### src/rtl/zigbee_pkg.sv
// Shared types and defaults for the ZigBee TX symbol scheduler.
//   sched_state_t     : scheduler FSM states
//   SYM_W             : default symbol width (bits)
//   CHIPS_PER_SYMBOL  : default chip slots presented per symbol
package zigbee_pkg;

  localparam int unsigned SYM_W            = 4;
  localparam int unsigned CHIPS_PER_SYMBOL = 32;

  typedef enum logic [2:0] {
    StIdle,
    StFetch,
    StWaitData,
    StSpread,
    StDone
  } sched_state_t;

endpackage

### src/rtl/zigbee_symbol_scheduler.sv
// TX symbol scheduler: pops symbols from the input FIFO and presents each one
// for CHIPS_PER_SYMBOL chip slots to the spreader, prefetching the next symbol
// so a frame streams gaplessly while the FIFO keeps up.
//   inClock / inReset       : clock, asynchronous active-high reset
//   inStart / inFrameLen    : frame start pulse and length in symbols
//   inAbort                 : synchronous abort back to idle
//   inFifoEmpty/inFifoData  : input FIFO status and read data
//   outFifoReadEnable       : one-cycle pop request
//   inDownFull              : downstream cannot take a chip this cycle
//   outSymbol/outChipIndex  : symbol and chip slot being presented
//   outChipValid            : chip slot presented
//   outBusy/outDone         : frame in progress / end-of-frame pulse
//   outUnderrun             : sticky FIFO-empty-mid-frame flag
module zigbee_symbol_scheduler
  import zigbee_pkg::*;
#(
  parameter int unsigned SYM_W            = zigbee_pkg::SYM_W,
  parameter int unsigned CHIPS_PER_SYMBOL = zigbee_pkg::CHIPS_PER_SYMBOL,
  parameter int unsigned LEN_W            = 8,
  parameter int unsigned FIFO_RD_LAT      = 1,
  localparam int unsigned IdxW            = $clog2(CHIPS_PER_SYMBOL)
) (
  input  logic             inClock,
  input  logic             inReset,
  input  logic             inStart,
  input  logic [LEN_W-1:0] inFrameLen,
  input  logic             inAbort,
  input  logic             inFifoEmpty,
  input  logic [SYM_W-1:0] inFifoData,
  output logic             outFifoReadEnable,
  input  logic             inDownFull,
  output logic [SYM_W-1:0] outSymbol,
  output logic [IdxW-1:0]  outChipIndex,
  output logic             outChipValid,
  output logic             outBusy,
  output logic             outDone,
  output logic             outUnderrun
);

  localparam logic [IdxW-1:0] LastIdx = IdxW'(CHIPS_PER_SYMBOL - 1);

  sched_state_t           state_q, state_d;
  logic [LEN_W-1:0]       remaining_q, remaining_d;
  logic [IdxW-1:0]        idx_q, idx_d;
  logic [SYM_W-1:0]       sym_q, sym_d;
  logic [SYM_W-1:0]       next_q, next_d;
  logic                   next_valid_q, next_valid_d;
  logic                   spread_any_q, spread_any_d;
  logic                   underrun_q, underrun_d;
  // One bit per cycle of read latency; the top bit marks data landing this cycle.
  logic [FIFO_RD_LAT-1:0] rd_pipe_q, rd_pipe_d;

  logic rd_en, landing, in_flight, accept, last_acc;

  always_comb begin
    state_d      = state_q;
    remaining_d  = remaining_q;
    idx_d        = idx_q;
    sym_d        = sym_q;
    next_d       = next_q;
    next_valid_d = next_valid_q;
    spread_any_d = spread_any_q;
    underrun_d   = underrun_q;
    rd_en        = 1'b0;
    outChipValid = 1'b0;
    outDone      = 1'b0;
    landing      = rd_pipe_q[FIFO_RD_LAT-1];
    in_flight    = |rd_pipe_q;
    accept       = (state_q == StSpread) && !inDownFull;
    last_acc     = accept && (idx_q == LastIdx);

    unique case (state_q)
      StIdle: begin
        if (inStart && (inFrameLen != '0)) begin
          remaining_d  = inFrameLen;
          underrun_d   = 1'b0;
          spread_any_d = 1'b0;
          next_valid_d = 1'b0;
          state_d      = StFetch;
        end
      end
      StFetch: begin
        if (!inFifoEmpty) begin
          rd_en   = 1'b1;
          state_d = StWaitData;
        end else if (spread_any_q) begin
          underrun_d = 1'b1;
        end
      end
      StWaitData: begin
        if (landing) begin
          sym_d        = inFifoData;
          idx_d        = '0;
          spread_any_d = 1'b1;
          state_d      = StSpread;
        end
      end
      StSpread: begin
        outChipValid = 1'b1;
        // Prefetch only while symbols beyond the current one are still unaccounted for.
        if (!next_valid_q && (remaining_q > LEN_W'(1)) && !inFifoEmpty && !in_flight) begin
          rd_en = 1'b1;
        end
        if (landing && !last_acc) begin
          next_d       = inFifoData;
          next_valid_d = 1'b1;
        end
        if (accept) begin
          if (last_acc) begin
            remaining_d = remaining_q - LEN_W'(1);
            if (remaining_q == LEN_W'(1)) begin
              state_d = StDone;
            end else if (next_valid_q) begin
              sym_d        = next_q;
              idx_d        = '0;
              next_valid_d = 1'b0;
            end else if (landing) begin
              // Prefetch data arriving on the last chip bypasses the next register.
              sym_d = inFifoData;
              idx_d = '0;
            end else begin
              // A read already on its way is treated as the fetch for the next symbol.
              state_d = (in_flight || rd_en) ? StWaitData : StFetch;
            end
          end else begin
            idx_d = idx_q + IdxW'(1);
          end
        end
      end
      StDone: begin
        outDone = 1'b1;
        state_d = StIdle;
      end
      default: state_d = StIdle;
    endcase

    if (inAbort) begin
      state_d      = StIdle;
      remaining_d  = '0;
      next_valid_d = 1'b0;
      underrun_d   = underrun_q;
      rd_en        = 1'b0;
      outDone      = 1'b0;
    end

    rd_pipe_d[0] = rd_en;
    for (int i = 1; i < int'(FIFO_RD_LAT); i++) begin
      rd_pipe_d[i] = rd_pipe_q[i-1];
    end
    if (inAbort) begin
      rd_pipe_d = '0;
    end
  end

  always_ff @(posedge inClock or posedge inReset) begin
    if (inReset) begin
      state_q      <= StIdle;
      remaining_q  <= '0;
      idx_q        <= '0;
      sym_q        <= '0;
      next_q       <= '0;
      next_valid_q <= 1'b0;
      spread_any_q <= 1'b0;
      underrun_q   <= 1'b0;
      rd_pipe_q    <= '0;
    end else begin
      state_q      <= state_d;
      remaining_q  <= remaining_d;
      idx_q        <= idx_d;
      sym_q        <= sym_d;
      next_q       <= next_d;
      next_valid_q <= next_valid_d;
      spread_any_q <= spread_any_d;
      underrun_q   <= underrun_d;
      rd_pipe_q    <= rd_pipe_d;
    end
  end

  assign outFifoReadEnable = rd_en;
  assign outSymbol         = sym_q;
  assign outChipIndex      = idx_q;
  assign outBusy           = (state_q != StIdle);
  assign outUnderrun       = underrun_q;

endmodule

### config.mk
export PLATFORM = sky130hd
export DESIGN_NAME = zigbee_symbol_scheduler
export DESIGN_NICKNAME = d
export VERILOG_FILES = /design/src/rtl/zigbee_pkg.sv /design/src/rtl/zigbee_symbol_scheduler.sv
export SDC_FILE = /design/constraint.sdc
export NUM_CORES = 1
export LEC_CHECK = 0
export ABC_AREA = 1
export BUFFER_PORTS_ARGS = -buffer_cell sky130_fd_sc_hd__clkbuf_2
export CORE_AREA = 2 2 62 64
export DETAILED_ROUTE_END_ITERATION = 10
export DIE_AREA = 0 0 64 66
export PLACE_DENSITY = 0.81
export RECOVER_POWER = 100
export SETUP_SLACK_MARGIN = 0.02
export SLEW_MARGIN = 20
export SYNTH_ARGS = -nofsm -noshare
export SYNTH_HDL_FRONTEND = slang
export SYNTH_SLANG_ARGS = --single-unit
export TNS_END_PERCENT = 1
### constraint.sdc
create_clock -name inClock -period 3.45 [get_ports inClock]
set_input_delay 0.69 -clock inClock [delete_from_list [all_inputs] [get_ports inClock]]
set_output_delay 0.69 -clock inClock [all_outputs]
set_load 0.02 [all_outputs]
# Yosys cells after proc, flatten, opt, wreduce, memory -nomap -nowiden
# Cells that the tools add are included.
dict set report word_totals {
  in_bits 18
  reg_bits 28
  wordCells 112
  out_inout_bits 14
}
dict set report classes {
  eq_ne 21
  n_mux 50
  n_lt_le_gt_ge 1
  n_addsub 2
  n_reduce_logical 28
  bitwise_logic 1
}
# operator count
set ops {}
lappend ops {{8-bit two-way mux} 4}
lappend ops {{3-bit two-way mux} 9}
lappend ops {{5-bit two-way mux} 5}
lappend ops {{4-bit two-way mux} 5}
lappend ops {{1-bit two-way mux} 18}
lappend ops {{3-bit inequality test (second input constant)} 6}
lappend ops {{8-bit case mux with 2 select lines} 1}
lappend ops {{2-bit inequality test (second input constant)} 7}
lappend ops {{3-bit case mux with 4 select lines} 1}
lappend ops {{5-bit case mux with 2 select lines} 1}
lappend ops {{8-bit by 1-bit equality test with 1-bit output (second input constant)} 1}
lappend ops {{8-bit by 1-bit > comparator with 1-bit output (second input constant)} 1}
lappend ops {{4-bit by 3-bit inequality test with 1-bit output (second input constant)} 2}
lappend ops {{1-bit case mux with 2 select lines} 4}
lappend ops {{4-bit case mux with 2 select lines} 1}
lappend ops {{4-bit AND reduction} 2}
lappend ops {{8-bit nonzero test} 1}
lappend ops {{8-bit by 1-bit subtractor with 8-bit output (second input constant)} 1}
lappend ops {{1-bit logical AND} 7}
lappend ops {{7-bit AND reduction} 1}
lappend ops {{3-bit by 2-bit equality test with 1-bit output (second input constant)} 2}
lappend ops {{3-bit AND reduction} 2}
lappend ops {{2-bit nonzero test} 3}
lappend ops {{3-bit nonzero test} 2}
lappend ops {{11 further kinds} 16}

# Logic depth before layout (Yosys ltp)
dict set report depth {
  word_depth 15
  mapped_depth 12
  mapped_depth_nobuf 12
}

# Worst setup path before layout
# No wires, ideal clock.
dict set report synth_timing {
  path_kind {input port to output port}
  from {input port inAbort}
  to {output port outDone}
  setup_slack_ps 1210
  t_required_ps 2760
  cell_stages 2
  n_path_buf 1
  arrival_time_ps 1550
  path_cell_list {buf_2 nor4_1}
}
dict set report synth_between {
  elab_chain_len 1
}
# item line_no
set synth_lines {}
lappend synth_lines {{start: declaration} zigbee_symbol_scheduler.sv:27} ;# input logic inAbort,
lappend synth_lines {{1-bit two-way mux} zigbee_symbol_scheduler.sv:137} ;# if (inAbort) begin
lappend synth_lines {{end: declaration} zigbee_symbol_scheduler.sv:36} ;# output logic outDone,
# No other way between the ends.

# Worst setup path after layout
dict set report layout_timing {
  from {register state_q[1]}
  to {output port outFifoReadEnable}
}
dict set report layout_between {
  elab_chain_len 3
  word_cells_on_any_way 4
  cone_classes {eq/ne (2); mux (2)}
}
# item line_no
set layout_lines {}
lappend layout_lines {{start: declaration} zigbee_symbol_scheduler.sv:42} ;# sched_state_t state_q, state_d;
lappend layout_lines {{start signal: assignment} zigbee_symbol_scheduler.sv:157} ;# state_q <= StIdle;
lappend layout_lines {{start signal: assignment} zigbee_symbol_scheduler.sv:167} ;# state_q <= state_d;
lappend layout_lines {{3-bit by 2-bit equality test with 1-bit output or 3-bit by 1-bit equality test with 1-bit output (tied branches)} zigbee_symbol_scheduler.sv:72} ;# unique case (state_q)
lappend layout_lines {{1-bit case mux with 2 select lines (*)} zigbee_symbol_scheduler.sv:72}
lappend layout_lines {{1-bit two-way mux (*)} zigbee_symbol_scheduler.sv:137}
lappend layout_lines {{end: declaration} zigbee_symbol_scheduler.sv:30} ;# output logic outFifoReadEnable,
# Every way passes the cells marked *; elsewhere a longest branch is shown, timed or not.

==> impl_metrics.json <==
{
  "status": "completed",
  "grt_pass1_wl_um": 7400,
  "timing.final.crit_share_pct": 84.9,
  "netlist.area_leader.share_pct": 37.0,
  "p_seq_share_pct": 37.8,
  "synth-seq-cells": 28,
  "hold_buffers": 0,
  "synth-async-reset-ratio_pct": 100,
  "synth_fp_nets": 293,
  "synth_top_family_by_area": "simple AND/OR/NAND/NOR gates",
  "power_density_nw_per_um2": 669,
  "worst_slew_pin_slew_ps": 1070,
  "fmax_mhz": 341,
  "via_per_inst": 5.27,
  "clock-sinks": 28,
  "yosysUniqueCellTypes": 31,
  "whs_path_depth": 2,
  "finalClockSkew_ps": 11.4,
  "fp.coreArea_sq_um": 3550,
  "vias": 1834,
  "slowest_stage": "dfrtp_1",
  "initial_core_util_pct": 53.4,
  "gp_congestion": 0.951,
  "die_area_sq_um": 4220,
  "clk_latency_ps": 350,
  "maxCapViolations": 0,
  "pwr-share-comb_pct": 46.0,
  "rsz0062_at_grt": "false",
  "tritoncts.num_buffers": 3,
  "dieHeight_um": 66,
  "cp.arrival_ps": 2240,
  "antenna_found_initial": 0,
  "setup_violations": 0,
  "ys_seq_area_share_pct": 37.0,
  "clk_pin_slew_ps": 160,
  "p_int_mw": 0.748,
  "irDropWorstVdd_v": 0.000300,
  "die_w_um": 64,
  "dpl.hpwl_um": 3260,
  "min_to": "next_q[3]",
  "grt_overflow_total": 0,
  "grt_pass1_vias": 1695,
  "post_cts_buffers": 0,
  "std_cell_rows": 22,
  "io_buffer_count": 31,
  "final.setup.worst_slack_ps": 521,
  "clock_power_share_pct": 16.2,
  "regToRegSetupSlack_ps": 690,
  "relSlewSlack_pct": 28.6,
  "slew_viol_final": 0,
  "cts_tree": "done",
  "track_usage_pct": 22.3,
  "grt_max_degree": 29,
  "cp-start-kind": "flip-flop",
  "end_kind": "output pin",
  "final_cell_mix": "nand2_1, inv_1, dfrtp_1, nor2_1, o21ai_0",
  "cpPeakStageDelay_ps": 500,
  "fin_nets": 323,
  "syn2layout_area_growth_pct": 8.78,
  "muxShareOfSynthArea_pct": 0,
  "ys_top_cells_by_area": "dfrtp_1, nand2_1, inv_1",
  "hp-class": "flip-flop to flip-flop",
  "crit_fanout": 20,
  "synth.cell_area_sq_um": 1900,
  "leakagePower_nw": 1.09,
  "worstSetupPathType": "flip-flop to output pin",
  "synth-compound-area-share_pct": 15.1,
  "yosys.area_share.simple_pct": 34.1,
  "drc": 0,
  "h-tree-depth": 1,
  "synth_cells": 271,
  "drive_gt1_share_pct": 11.7,
  "cts-resized-gates": 0,
  "cp_data_required_time_ps": 2760,
  "setup_tns_ps": 0,
  "synth_area_per_cell_sq_um": 6.99,
  "clock_path_buffers": 2,
  "hold_start": "next_q[3]",
  "synth-xor-area-share_pct": 0,
  "hold_viol_final": 0,
  "p_total_mw": 1.38,
  "drtPass1Iterations": 4,
  "synth_edf_count": 0,
  "p_sw_share_pct": 45.8,
  "antennaDiodeCount": 0,
  "r2r_start": "outChipIndex[0]",
  "layout_commonest_cell": "nand2_1",
  "yosys.area.top_type": "dfrtp_1",
  "drt_wl_total_um": 4240,
  "num_io_pins": 32,
  "yosysWarningCount": 0,
  "drtIter0Drc": 94,
  "root_buffer": "clkbuf_4",
  "fin_crit_ps": 2930,
  "synth_top_flop_cell": "dfrtp_1",
  "path_cells": "nand2_2 > nor2_4 > inv_2 > nor2_2 > nand4_1 > a21oi_1 > clkbuf_1",
  "wire_per_inst_um": 12.2,
  "postRouteAntennaNets": 0,
  "switching_power_mw": 0.632,
  "synthAdderAreaFrac_pct": 2.64,
  "rr_endpoint": "remaining_q[7]",
  "dp_slack_ps": 986,
  "reg2reg_depth": 11
}
==> per-stage QoR <==
step,cells,hold slack [ps],instance area [sq um],utilization [%]
2_1_floorplan,271,448,1900,-
3_3_place_gp,344,465,2060,58.0
3_5_place_dp,344,474,2060,58.0
4_1_cts,348,510,2110,59.5
5_1_grt,348,528,2060,58.1
6_report,348,507,2060,58.1
==> synthesized netlist by cell type, types with 2 or more instances <==
cell and instances:
a22oi_1 2, o21ai_2 5, nand4_1 5, nor2_2 5
nand2_1 80, nor2_4 2, nor2_1 22, a211oi_1 2
nand2_2 3, o21ai_0 16, ha_1 4, o21ai_1 5
nand3_2 2, o211ai_1 6, dfrtp_1 28, inv_1 42
buf_6 3, nand3_1 21, a31oi_1 2, a21oi_1 5
==> final cells by class <==
cell class | count | area, sq um
sequential | 28 | 701
fill | 353 | 1490
multi-input combinational | 194 | 951
clock inverter | 1 | 30.0
clock buffer | 3 | 22.5
tap | 48 | 60.1
timing repair buffer | 31 | 136
inverter | 43 | 161
==> critical path, delay by kind of cell, from the launching register on <==
kind | cells | cell delay (ps)
AO/OA/AOI/OAI | 1 | 200
buffers and inverters | 2 | 390
flip-flops | 1 | 500
AND/OR/NAND/NOR | 4 | 790
==> power by group through the flow <==
stage               logic (mW)  clock network, mW  registers [mW]
floorplan                0.475                  0           0.567
detailed placement       0.673                  0           0.530
global placement         0.656                  0           0.524
CTS                      0.676              0.222           0.523
global route             0.718              0.238           0.538
finish                   0.635              0.224           0.522
==> cells by family (layout without fill, tap and decap cells) <==
kind of cell | count (synthesis) | after routing
AO/OA/AOI/OAI | 45 | 45
buffers and inverters | 49 | 78
AND/OR/NAND/NOR | 145 | 145
flip-flops | 28 | 28
adder cells (fa/ha/maj) | 4 | 4
==> per-layer routing <==
metal | global-route usage [%] | vias to the layer above | part of all wire (%)
li1 | - | 932 | -
met1 | 30.0 | 837 | 47
met2 | 37.0 | 58 | 46
met3 | 2.04 | 7 | 4.6
met4 | 9.24 | 0 | 1.9
met5 | 0 | - | 0
==> state kept, by name (all words and copies together), names as in the netlist <==
register,flops
in_flight,1
next_q,4
next_valid_q,1
outChipIndex,5
outSymbol,4
outUnderrun,1
remaining_q,8
spread_any_q,1
state_q,3
==> worst max-delay path by stage <==
stage | start | end | slack (ps) | cells past startpoint
2_1_floorplan | inAbort | outDone | 1210 | 2
3_3_place_gp | state_q[0] | outFifoReadEnable | 1050 | 7
3_5_place_dp | state_q[1] | outFifoReadEnable | 990 | 7
4_1_cts | state_q[1] | outFifoReadEnable | 570 | 7
5_1_grt | outChipIndex[0] | remaining_q[7] | 380 | 11
6_report | state_q[1] | outFifoReadEnable | 520 | 7
(Power assumes the default switching activity.)
